[src/rtl/msrv32_instr_decoder.sv]
// msrv32 stage-2 instruction decoder.
// Turns opcode/funct fields into registered control for the execute/write-back stages.
module msrv32_instr_decoder (
  input  logic       clk_in,
  input  logic       rst_in,
  input  logic       trap_taken_in,
  input  logic       funct7_5_in,
  input  logic [6:0] opcode_in,
  input  logic [2:0] funct3_in,
  input  logic [1:0] iadder_out_1_to_0_in,
  output logic [2:0] wb_mux_sel_out,
  output logic [2:0] imm_type_out,
  output logic [2:0] csr_op_out,
  output logic       mem_wr_req_out,
  output logic [3:0] alu_opcode_out,
  output logic [1:0] load_size_out,
  output logic       load_unsigned_out,
  output logic       alu_src_out,
  output logic       iadder_src_out,
  output logic       csr_wr_en_out,
  output logic       rf_wr_en_out,
  output logic       illegal_instr_out,
  output logic       misaligned_load_out,
  output logic       misaligned_store_out
);

  typedef struct packed {
    logic [2:0] wb_mux_sel;
    logic [2:0] imm_type;
    logic [2:0] csr_op;
    logic       mem_wr_req;
    logic [3:0] alu_opcode;
    logic [1:0] load_size;
    logic       load_unsigned;
    logic       alu_src;
    logic       iadder_src;
    logic       csr_wr_en;
    logic       rf_wr_en;
    logic       illegal;
    logic       mis_load;
    logic       mis_store;
  } dec_t;

  dec_t d;
  dec_t q;

  logic [4:0] cls;
  logic [1:0] addr;
  logic is_load, is_misc, is_op_imm, is_auipc;
  logic is_store, is_op, is_lui, is_branch;
  logic is_jalr, is_jal, is_system, is_csr;
  logic known, illegal, misaligned;

  assign cls  = opcode_in[6:2];
  assign addr = iadder_out_1_to_0_in;

  assign is_load   = cls == 5'b00000;
  assign is_misc   = cls == 5'b00011;
  assign is_op_imm = cls == 5'b00100;
  assign is_auipc  = cls == 5'b00101;
  assign is_store  = cls == 5'b01000;
  assign is_op     = cls == 5'b01100;
  assign is_lui    = cls == 5'b01101;
  assign is_branch = cls == 5'b11000;
  assign is_jalr   = cls == 5'b11001;
  assign is_jal    = cls == 5'b11011;
  assign is_system = cls == 5'b11100;
  assign is_csr    = is_system & (funct3_in != 3'b000);

  assign known = is_load | is_misc | is_op_imm
               | is_auipc | is_store | is_op
               | is_lui | is_branch | is_jalr
               | is_jal | is_system;

  assign illegal = (opcode_in[1:0] != 2'b11) | ~known;

  // half needs addr[0] clear; word (and funct3 x11) needs both clear
  assign misaligned =
      ((funct3_in[1:0] == 2'b01) & addr[0])
    | (funct3_in[1] & (addr != 2'b00));

  always_comb begin
    d = '0;
    d.illegal = illegal;
    d.alu_opcode = {
      funct7_5_in & (is_op
        | (is_op_imm & (funct3_in == 3'b101))),
      funct3_in};
    d.alu_src       = opcode_in[5];
    d.iadder_src    = is_load | is_store | is_jalr;
    d.load_size     = funct3_in[1:0];
    d.load_unsigned = funct3_in[2];
    d.csr_op        = funct3_in;
    d.csr_wr_en     = is_csr & ~illegal;
    d.rf_wr_en = ~illegal & (is_lui | is_auipc
      | is_jal | is_jalr | is_op | is_op_imm
      | is_load | is_csr);
    d.wb_mux_sel[0] = is_load | is_auipc
                    | is_jal | is_jalr;
    d.wb_mux_sel[1] = is_lui | is_auipc;
    d.wb_mux_sel[2] = is_csr | is_jal | is_jalr;
    d.imm_type[0] = is_op_imm | is_load | is_jalr
                  | is_branch | is_jal;
    d.imm_type[1] = is_store | is_branch | is_csr;
    d.imm_type[2] = is_lui | is_auipc
                  | is_jal | is_csr;
    d.mis_load   = is_load & misaligned
                 & ~trap_taken_in;
    d.mis_store  = is_store & misaligned
                 & ~trap_taken_in;
    d.mem_wr_req = is_store & ~misaligned
                 & ~trap_taken_in & ~illegal;
  end

  always_ff @(posedge clk_in or negedge rst_in) begin
    if (!rst_in) q <= '0;
    else         q <= d;
  end

  assign wb_mux_sel_out       = q.wb_mux_sel;
  assign imm_type_out         = q.imm_type;
  assign csr_op_out           = q.csr_op;
  assign mem_wr_req_out       = q.mem_wr_req;
  assign alu_opcode_out       = q.alu_opcode;
  assign load_size_out        = q.load_size;
  assign load_unsigned_out    = q.load_unsigned;
  assign alu_src_out          = q.alu_src;
  assign iadder_src_out       = q.iadder_src;
  assign csr_wr_en_out        = q.csr_wr_en;
  assign rf_wr_en_out         = q.rf_wr_en;
  assign illegal_instr_out    = q.illegal;
  assign misaligned_load_out  = q.mis_load;
  assign misaligned_store_out = q.mis_store;

endmodule

[config.mk]
export PLATFORM = sky130hd
export DESIGN_NAME = msrv32_instr_decoder
export DESIGN_NICKNAME = d
export VERILOG_FILES = /design/src/rtl/msrv32_instr_decoder.sv
export SDC_FILE = /design/constraint.sdc
export NUM_CORES = 1
export LEC_CHECK = 0
export BUFFER_PORTS_ARGS = -buffer_cell sky130_fd_sc_hd__buf_2
export CORE_MARGIN = 10
export CORE_UTILIZATION = 43
export CTS_CLUSTER_SIZE = 40
export DETAILED_ROUTE_END_ITERATION = 8
export PLACE_DENSITY_LB_ADDON = 0.25
export SLEW_MARGIN = 40
export SYNTH_ARGS = -nofsm -noshare
export SYNTH_HDL_FRONTEND = slang
export SYNTH_SLANG_ARGS = --single-unit
[constraint.sdc]
create_clock -name clk_in -period 0.8 [get_ports clk_in]
set_clock_uncertainty 0.15 [all_clocks]
set_input_delay 0.08 -clock clk_in [delete_from_list [all_inputs] [get_ports clk_in]]
set_output_delay 0.08 -clock clk_in [all_outputs]
set_load 0.01 [all_outputs]
Word-level counts from Yosys, hierarchy flattened --
Index checks and enable logic that the tools add are counted.
Storage, ports and cells: register bits 24, output and inout port bits 24, word-level logic and storage cells 82
Operators by class: equal/unequal tests 13, bitwise logic cells 52, reductions and logical operators 3
Operators by type and width (number):
- 1-bit bitwise OR | 34
- 5-bit equality test (second input constant) | 4
- 5-bit by 4-bit equality test with 1-bit output (second input constant) | 3
- 1-bit bitwise AND | 14
- 5-bit by 3-bit equality test with 1-bit output (second input constant) | 2
- 5-bit by 2-bit equality test with 1-bit output (second input constant) | 1
- 5-bit zero test | 1
- 1-bit inverter | 4
- 3-bit equality test (second input constant) | 1
- 3-bit nonzero test | 1
- 2-bit by 1-bit equality test with 1-bit output (second input constant) | 1
- 2-bit != test (second input constant) | 1
- 2-bit nonzero test | 1

Depth between registers and ports, before layout --
Gate-level depths: netlist of run 1.
word-level depth 15, gate-level depth with buffers 5, mapped depth without buffers 4

Least setup slack after synthesis of run 1 --
Ideal clock, no wire load.
kind input to register, from in opcode_in[3], to reg q, in the netlist mem_wr_req_out, library setup time 0.080 ns, data arrival time 0.942 ns, path slack -0.372 ns, cell stages on the path 5, path buffers 1, cells stage by stage buf_6 -> nor2_4 -> nand2_1 -> or4_4 -> nor3b_2
RTL lines:
- from (decl) | line 8 | input logic [6:0] opcode_in,
- to (signal assigned) | line 116 | if (!rst_in) q <= '0;
- to (signal assigned) | line 117 | else q <= d;
- to (decl) | line 45 | dec_t q;

==> summary.txt, run 1 <==
Outcome
  – Status: finished with violations
  – Failing checks: negative hold slack, negative setup slack

Detailed routing
  – Routed Antenna Nets: 0
  – # DRC: 0
  – Vias per inst: 5.20
  – Avg WL per Cell: 16.1 um
  – Drt first pass iters: 4
  – Initial DRC count: 59
  – Via count: 838
  – Post-Route WL: 2590 um

Critical path
  – Crit. End Element: output pin
  – Slowest stage delay, CP: 0.39 ns
  – CP bufs+invs: 1
  – Crit path required time: 0.57 ns
  – Critical Path, Cell by Cell: buf_2
  – CP Class: flip-flop to output pin
  – CP delay by family, top: flip-flops
  – Startpoint types: flip-flop
  – Crit path max fanout: 3
  – Crit path DAT: 0.84 ns
  – Critical-path top delay cell: dfrtp_1

Min path
  – WHS Path Cells: 1
  – Hold Path End: alu_src_out
  – Worst hold path class: primary input to flip-flop
  – Min-delay src: opcode_in[5]

Clocking
  – Sinks on Clock Net: 18
  – Clock transition at the registers of the reported paths: 0.10 ns
  – Hold_buf cts: 1
  – CTS tree: built
  – H-tree depth: 1
  – Clock Tree Buf Depth: 2
  – Root buf cell: clkbuf_4
  – CTS Buf Count: 3

Die
  – Die width: 63.3 um
  – Starting Density: 46.1%
  – Die area: 0.00400 sq mm
  – Die Ht: 63.3 um
  – Core area: 0.00175 sq mm
  – I/O Pins: 40
  – Row count: 15

Timing
  – Final setup fails: 30
  – Worst-Margin Slew: 0.371 ns
  – Total negative slack: -6.14 ns
  – Final WS setup: -0.265 ns
  – Final Hold Fails: 13
  – Tmin final: 1.07 ns
  – WHS: -0.205 ns
  – RSZ-0062 raised after global routing: true
  – Fin crit share: 133%
  – Final Max Slew Viols: 0
  – Fmax: 939 MHz
  – Slew margin rel.: 74.7%

Final layout
  – Filler Cell Count: 123
  – Layout Cells excl Fill: 161
  – Share of post-route cells with drive strength above 1: 60.3%
  – Area delta synth->final: 66.6%
  – N_diodes: 0
  – Nets: 153
  – Final core occ: 76.8%

Pwr
  – Worst vdd ir: 0.972 mV
  – Power per Cell Area: 1470 mW/mm^2
  – Leakage: 0.000697 uW
  – Internal cell power: 1450 uW
  – Seq pwr share: 48.4%
  – Net Sw Frac: 26.2%
  – Switch Pwr: 514 uW
  – Logic gate share of total power: 22.4%
  – Clock share of power: 29.2%

Global route
  – Initial antenna violation count: 0
  – Total track usage: 11.1%
  – Largest net degree at the start of global routing: 19
  – Gr ovfl total: 0
  – First-pass GRT wire length: 3590 um
  – Vias in the first global route: 845

Logic synthesis
  – Netlist cell types: 26
  – Ys Warns: 0
  – Post-synth ARST share: 100%
  – Mapped Cells: 78
  – Seq/Total Area, Yosys: 56.0%
  – Post-Syn Area per Cell: 10.3 sq um
  – Synth Register Bits: 18
  – Netlist Area Pre-Place: 805 sq um
  – EDFF count, synth: 0
  – Synth Flop Type: dfrtp_1
  – Synth Net Count: 94
  – Top cell type's share of synthesized area: 56.0%
  – Synth top area cells: dfrtp_1, buf_4, nor3_1
  – Cell taking the most area after synthesis: dfrtp_1

Placed design
  – I/O Buffers: 39
  – Final HPWL DP: 1810 um
  – Pre-CTS setup slack: -0.469 ns
  – Placed cell count: 152
  – Gpl congestion: 0.788

Job
  – Max_cap viols: 0
-- registers in the layout, indices dropped and copies added, names as in the netlist --
signal                count
misaligned_store_out      1
csr_wr_en_out             1
iadder_src_out            1
mem_wr_req_out            1
illegal_instr_out         1
alu_opcode_out            3
misaligned_load_out       1
wb_mux_sel_out            3
rf_wr_en_out              1
imm_type_out              3
csr_op_out                1
alu_src_out               1
-- power groups by stage --
stage	Clock, uW	Combinational, uW	Sequential [uW]
floorplan	0	164	985
global placement	0	339	964
CTS	579	380	948
finish	574	440	950
global route	608	472	954
detailed placement	0	350	966
-- synth_stat cells (2+ instances only) --
master	instances
nor2b_1	3
a21oi_1	3
o21ai_0	4
inv_1	2
nand2_1	9
nand2b_1	2
buf_4	6
nor3_1	7
dfrtp_1	18
buf_2	2
nor2_1	7
-- metrics by stage --
step,power [uW],cell area (sq um)
finish,1960,1340
global route,2040,1340
CTS,1910,1230
detailed placement,1320,1140
global placement,1300,1140
floorplan,1150,867
-- area by class of cell --
cell class,instances,area (sq um),share of cell area (%)
Multi-Input combinational cell,48,335,25.0
Sequential cell,18,450,33.6
Inverter,2,7.51,0.560
Timing Repair Buffer,64,479,35.8
Clock buffer,4,36.3,2.71
Tap cell,25,31.3,2.33
-- cell usage in the layout, fill, tap and decap left out, types with 2 or more instances in the layout --
| cell type | netlist | final |
|---|---|---|
| buf_6 | 1 | 9 |
| clkbuf_4 | 0 | 3 |
| a21oi_1 | 3 | 3 |
| buf_4 | 6 | 21 |
| buf_2 | 2 | 30 |
| nor2b_1 | 3 | 3 |
| nor2_1 | 7 | 6 |
| nor3_1 | 7 | 5 |
| dfrtp_1 | 18 | 18 |
| nand2_2 | 0 | 3 |
| inv_1 | 2 | 2 |
| nand2_1 | 9 | 6 |
| o21ai_1 | 0 | 2 |
-- cells by family after synthesis --
| family | Yosys count | share of synthesized area [%] |
|---|---|---|
| AO/OA/AOI/OAI | 13 | 10.1 |
| buffers and inverters | 12 | 9.64 |
| AND/OR/NAND/NOR | 35 | 24.3 |
| flip-flops | 18 | 56.0 |
-- worst max path at each step --
stage          slack (ns)              start  cells past startpoint                   to
2_1_floorplan       -0.37       opcode_in[3]                      4  misaligned_load_out
3_3_place_gp        -0.42       opcode_in[2]                      5       mem_wr_req_out
3_5_place_dp        -0.47       opcode_in[2]                      5       mem_wr_req_out
4_1_cts             -0.28  alu_opcode_out[0]                      1    alu_opcode_out[0]
5_1_grt             -0.32  alu_opcode_out[0]                      1    alu_opcode_out[0]
6_report            -0.27  alu_opcode_out[0]                      1        csr_op_out[0]
-- layer usage --
metal	GRT usage [%]	share of wire, %	routed length [um]	up-vias
met2	20.2	52	1340	57
li1	-	-	-	375
met5	0	0	0	-
met3	4.59	11	276	11
met1	9.71	34	870	395
met4	7.38	4.0	103	0
-- timing repair --
item                                    CTS  global route
gates resized for setup                  12            15
cloned                                    0             1
pin swaps                                 7             6
endpoints found under the setup margin   30            29
hold endpoints to repair                 32            13
buffers inserted                          1             2
(Power assumes the default switching activity.)
==> run 2: changes to the inputs <==
==> constraint.sdc (replaced) <==
create_clock -name clk_in -period 0.8 [get_ports clk_in]
set_clock_uncertainty 0.15 [all_clocks]
set_input_delay 0.12 -clock clk_in [delete_from_list [all_inputs] [get_ports clk_in]]
set_output_delay 0.12 -clock clk_in [all_outputs]
set_load 0.01 [all_outputs]
==> summary.txt, run 2 (synthesis results as in run 1) <==
Clocking
  – H-tree depth: 1 (unchanged)
  – Hold_buf cts: 1 (unchanged)
  – Sinks on Clock Net: 18 (unchanged)
  – CTS Buf Count: 3 (unchanged)
  – Clock transition at the registers of the reported paths: 0.10 ns (about the same)
  – Root buf cell: clkbuf_4 (unchanged)
  – Clock Tree Buf Depth: 2 (unchanged)
  – CTS tree: built (unchanged)

Timing
  – Slew margin rel.: 73.9% (was 74.7%)
  – Final setup fails: 33 (was 30)
  – Tmin final: 1.12 ns (was 1.07 ns)
  – Fin crit share: 140% (was 133%)
  – Final Max Slew Viols: 0 (unchanged)
  – WHS: -0.180 ns (was -0.205 ns)
  – Final Hold Fails: 13 (unchanged)
  – Fmax: 890 MHz (was 939 MHz)
  – Total negative slack: -7.89 ns (was -6.14 ns)
  – Final WS setup: -0.324 ns (was -0.265 ns)
  – RSZ-0062 raised after global routing: true (unchanged)
  – Worst-Margin Slew: 0.392 ns (was 0.371 ns)

Critical path
  – Slowest stage delay, CP: 0.41 ns (was 0.39 ns)
  – Critical Path, Cell by Cell: buf_2 (unchanged)
  – Stages on worst setup path: 1 (unchanged)
  – CP bufs+invs: 1 (unchanged)
  – Crit path from: alu_opcode_out[2] (was alu_opcode_out[0])
  – Crit path max fanout: 3 (unchanged)
  – Crit path required time: 0.53 ns (was 0.57 ns)
  – CP delay by family, top: flip-flops (unchanged)
  – Crit. End Element: output pin (unchanged)
  – Startpoint types: flip-flop (unchanged)
  – CP Class: flip-flop to output pin (unchanged)
  – Worst Setup EP: csr_op_out[2] (was csr_op_out[0])
  – Critical-path top delay cell: dfrtp_1 (unchanged)
  – Crit path DAT: 0.85 ns (was 0.84 ns)

Placed design
  – Gpl congestion: 0.821 (was 0.788)
  – Dpl cell area: 0.00113 sq mm (was 0.00114 sq mm)
  – Final HPWL DP: 1790 um (was 1810 um)
  – I/O Buffers: 39 (unchanged)

Final layout
  – Area delta synth->final: 72.8% (was 66.6%)
  – N_diodes: 0 (unchanged)
  – Most frequent cells in the layout: buf_2, buf_4, dfrtp_1, buf_6, nor2_1 (was buf_2, buf_4, dfrtp_1, buf_6)
  – Share of post-route cells with drive strength above 1: 62.8% (was 60.3%)
  – Post-route cell area: 0.00139 sq mm (was 0.00134 sq mm)
  – Commonest non-fill, non-tap cell in the layout: buf_2 (unchanged)
  – Nets: 154 (was 153)

Global route
  – Initial antenna violation count: 0 (unchanged)
  – Gr ovfl total: 0 (unchanged)
  – First-pass GRT wire length: 3960 um (was 3590 um)
  – Total track usage: 12.1% (was 11.1%)
  – Vias in the first global route: 877 (was 845)
  – Largest net degree at the start of global routing: 19 (unchanged)

Pwr
  – Worst vdd ir: 1.16 mV (was 0.972 mV)
  – Power per Cell Area: 1440 mW/mm^2 (was 1470 mW/mm^2)
  – Leakage: 0.000725 uW (was 0.000697 uW)

Outcome
  – Failing checks: negative hold slack, negative setup slack (unchanged)
  – Status: finished with violations (unchanged)

Detailed routing
  – Drt first pass iters: 4 (unchanged)
  – Vias per inst: 5.12 (was 5.20)
  – Initial DRC count: 17 (was 59)
  – Via count: 829 (was 838)
  – Post-Route WL: 2950 um (was 2590 um)
  – Routed Antenna Nets: 0 (unchanged)
  – # DRC: 0 (unchanged)
  – Avg WL per Cell: 18.2 um (was 16.1 um)

Min path
  – Worst hold path class: primary input to flip-flop (unchanged)

Die
  – Starting Density: 46.1% (unchanged)
  – Die area: 0.00400 sq mm (unchanged)
  – Die width: 63.3 um (unchanged)
  – Row count: 15 (unchanged)
  – Core area: 0.00175 sq mm (unchanged)
  – I/O Pins: 40 (unchanged)
  – Die Ht: 63.3 um (unchanged)

Job
  – Max_cap viols: 0 (unchanged)
## run 2: changes by cell type in the layout (fill, tap and decap cells not counted)
cell / change
buf_6: +1
a2111oi_1: +1
nor2b_1: -2
nor2b_4: +2
a2111oi_0: -1
nand2_4: +1
buf_12: +1
nand2_1: -1
buf_2: -1
## run 2: layout make-up
cell class	instances	area [sq um]
Sequential cell	18	450
Timing Repair Buffer	65	505
Clock buffer	4	36.3
Tap cell	25	31.3
Multi-Input combinational cell	48	359
Fill cell	122	355
Inverter	2	7.51
## run 2: how the worst min path moves through the flow
stage | from | end | slack, ns | cells after the start
after CTS | opcode_in[5] | alu_src_out | -0.19 | 1
final | opcode_in[5] | alu_src_out | -0.18 | 1
after detailed placement | rst_in | misaligned_store_out | -0.08 | 1
after floorplan | rst_in | alu_opcode_out[0] | -0.33 | 0
after global placement | rst_in | imm_type_out[1] | -0.1 | 1
after global routing | opcode_in[5] | alu_src_out | -0.20 | 1
## run 2: what timing repair did
action                                 in CTS  in global routing
resized for setup                          16                 22
endpoints found under the hold margin      31                 13
pin swaps                                   7                  8
setup endpoints to repair                  33                 31
setup buffers                               2                  4
cloned                                      0                  1
## run 2: metal layers
layer,up-vias,track usage [%],share of wire [%]
met4,0,8.74,2.9
met1,396,11.2,33
met3,9,3.89,8.7
li1,380,-,-
met2,44,21.8,55
met5,-,0,0
## run 2: per-stage QoR
stage	utilization, %	setup slack [ns]	total power [uW]	cells
finish	79.6	-0.324	2000	162
CTS	71.6	-0.325	1920	158
detailed placement	64.9	-0.505	1310	151
global placement	64.9	-0.443	1300	151
global route	79.6	-0.369	2080	162
floorplan	-	-0.409	1160	78
## run 2: where the power goes
part	leakage, uW	switching [uW]	internal (uW)
combinational	0.000469	225	251
clock	0.0000210	294	278
sequential	0.000234	10.7	939
total	0.000725	530	1470
==> run 3: changes to the inputs <==
Settings changed: CORE_UTILIZATION 43 to 35.
==> summary.txt, run 3 (synthesis results as in run 1) <==
Outcome
  – Status: finished with violations (unchanged)
  – Failing checks: negative hold slack, negative setup slack (unchanged)

Final layout
  – Layout Cells excl Fill: 167 (was 162)
  – N_diodes: 0 (unchanged)
  – Area delta synth->final: 72.8% (unchanged)
  – Post-route cell area: 0.00139 sq mm (unchanged)
  – Share of post-route cells with drive strength above 1: 61.9% (was 62.8%)
  – Most frequent cells in the layout: buf_2, buf_4, dfrtp_1, buf_6, nand2_1 (was buf_2, buf_4, dfrtp_1, buf_6, nor2_1)
  – Commonest non-fill, non-tap cell in the layout: buf_2 (unchanged)
  – Nets: 157 (was 154)

Clocking
  – Clock transition at the registers of the reported paths: 0.09 ns (was 0.10 ns)
  – CTS Buf Count: 3 (unchanged)
  – Hold_buf cts: 2 (was 1)
  – H-tree depth: 1 (unchanged)
  – Sinks on Clock Net: 18 (unchanged)
  – CTS tree: built (unchanged)
  – Root buf cell: clkbuf_4 (unchanged)
  – Clock Tree Buf Depth: 2 (unchanged)

Global route
  – Global routing usage on met1: 9.53% (was 11.2%)
  – First-pass GRT wire length: 3390 um (was 3960 um)
  – GR peak layer: met2 (unchanged)
  – Initial antenna violation count: 0 (unchanged)
  – Total track usage: 9.54% (was 12.1%)
  – Largest net degree at the start of global routing: 19 (unchanged)
  – Met2 usage in global routing: 16.9% (was 21.8%)
  – Gr ovfl total: 0 (unchanged)
  – Met3 Use GR: 3.43% (was 3.89%)
  – Vias in the first global route: 764 (was 877)

Pwr
  – Internal cell power: 1370 uW (was 1470 uW)
  – Switch Pwr: 463 uW (was 530 uW)
  – Net Sw Frac: 25.3% (was 26.6%)
  – Total power: 1830 uW (was 2000 uW)
  – Logic gate share of total power: 24.8% (was 23.8%)
  – Power per Cell Area: 1320 mW/mm^2 (was 1440 mW/mm^2)
  – Seq pwr share: 51.8% (was 47.5%)
  – Leakage: 0.000712 uW (was 0.000725 uW)
  – Worst vdd ir: 0.818 mV (was 1.16 mV)
  – Clock share of power: 23.4% (was 28.6%)

Critical path
  – Crit path required time: 0.53 ns (about the same)
  – Startpoint types: flip-flop (unchanged)
  – Crit path max fanout: 3 (unchanged)
  – CP delay by family, top: flip-flops (unchanged)
  – CP Class: flip-flop to output pin (unchanged)
  – CP bufs+invs: 1 (unchanged)
  – Slowest stage delay, CP: 0.39 ns (was 0.41 ns)
  – Crit path from: alu_opcode_out[0] (was alu_opcode_out[2])
  – Critical-path top delay cell: dfrtp_1 (unchanged)
  – Worst Setup EP: csr_op_out[0] (was csr_op_out[2])
  – Critical Path, Cell by Cell: buf_2 (unchanged)
  – Stages on worst setup path: 1 (unchanged)
  – Crit. End Element: output pin (unchanged)
  – Crit path DAT: 0.83 ns (was 0.85 ns)

Die
  – Starting Density: 36.7% (was 46.1%)
  – Die Ht: 67.9 um (was 63.3 um)
  – Core area: 0.00219 sq mm (was 0.00175 sq mm)
  – Die width: 67.9 um (was 63.3 um)
  – Row count: 17 (was 15)
  – Die area: 0.00462 sq mm (was 0.00400 sq mm)
  – I/O Pins: 40 (unchanged)

Timing
  – Tmin final: 1.10 ns (was 1.12 ns)
  – Worst-Margin Slew: 0.401 ns (was 0.392 ns)
  – Final setup fails: 30 (was 33)
  – Final WS setup: -0.296 ns (was -0.324 ns)
  – WHS: -0.116 ns (was -0.180 ns)
  – Fin crit share: 137% (was 140%)
  – Slew margin rel.: 73.0% (was 73.9%)
  – Fmax: 912 MHz (was 890 MHz)
  – RSZ-0062 raised after global routing: true (unchanged)
  – Final Max Slew Viols: 0 (unchanged)
  – Final Hold Fails: 10 (was 13)

Placed design
  – Placed cell count: 154 (was 151)
  – Final HPWL DP: 1650 um (was 1790 um)
  – Gpl congestion: 0.822 (was 0.821)
  – Pre-CTS setup slack: -0.466 ns (was -0.505 ns)
  – I/O Buffers: 39 (unchanged)
  – Dpl cell area: 0.00114 sq mm (was 0.00113 sq mm)

Min path
  – Worst hold path class: primary input to flip-flop (unchanged)

Detailed routing
  – Via count: 788 (was 829)
  – Vias per inst: 4.72 (was 5.12)
  – Drt first pass iters: 4 (unchanged)
  – # DRC: 0 (unchanged)
  – Avg WL per Cell: 13.4 um (was 18.2 um)
  – Routed Antenna Nets: 0 (unchanged)
  – Initial DRC count: 9 (was 17)
  – Post-Route WL: 2240 um (was 2950 um)

Job
  – Max_cap viols: 0 (unchanged)
[run 3: per-stage QoR]
step,utilization [%],setup TNS (ns)
after floorplan,-,-2.55
after global placement,51.9,-4.58
after detailed placement,51.9,-4.73
after CTS,59.1,-6.93
after global routing,63.4,-7.85
final,63.4,-6.77
[run 3: worst min path at each step]
stage                     depth (start not counted)                end          from  slack [ns]
after floorplan                                   0  alu_opcode_out[0]        rst_in       -0.33
after global placement                            1  alu_opcode_out[0]        rst_in       -0.09
after detailed placement                          1  alu_opcode_out[0]        rst_in       -0.08
after CTS                                         2    imm_type_out[1]  opcode_in[4]       -0.12
after global routing                              2    imm_type_out[1]  opcode_in[4]       -0.11
final                                             2    imm_type_out[1]  opcode_in[4]       -0.12
[run 3: cell type report]
| class | count | area (sq um) |
|---|---|---|
| Timing Repair Buffer | 68 | 533 |
| Multi-Input combinational cell | 48 | 342 |
| Sequential cell | 18 | 450 |
| Fill cell | 189 | 801 |
| Clock buffer | 3 | 22.5 |
| Inverter | 2 | 7.51 |
| Tap cell | 28 | 35.0 |
[run 3: repair_timing]
| action | 4_1_cts | 5_1_grt |
|---|---|---|
| setup endpoints to repair | 32 | 49 |
| pin swaps | 12 | 8 |
| endpoints found under the hold margin | 31 | 10 |
| buffers inserted | 6 | 3 |
| gates resized for setup | 20 | 21 |
| gates cloned | 0 | 0 |
[run 3: layer usage]
metal,wire length [um],vias up
li1,-,387
met1,770,366
met2,1140,31
met3,277,4
met4,51,0
met5,0,-
[run 3: power groups by stage]
stage | combinational (uW) | sequential, uW | clock (uW)
2_1_floorplan | 173 | 987 | 0
3_3_place_gp | 338 | 964 | 0
3_5_place_dp | 342 | 966 | 0
4_1_cts | 410 | 947 | 444
5_1_grt | 495 | 953 | 479
6_report | 453 | 948 | 428
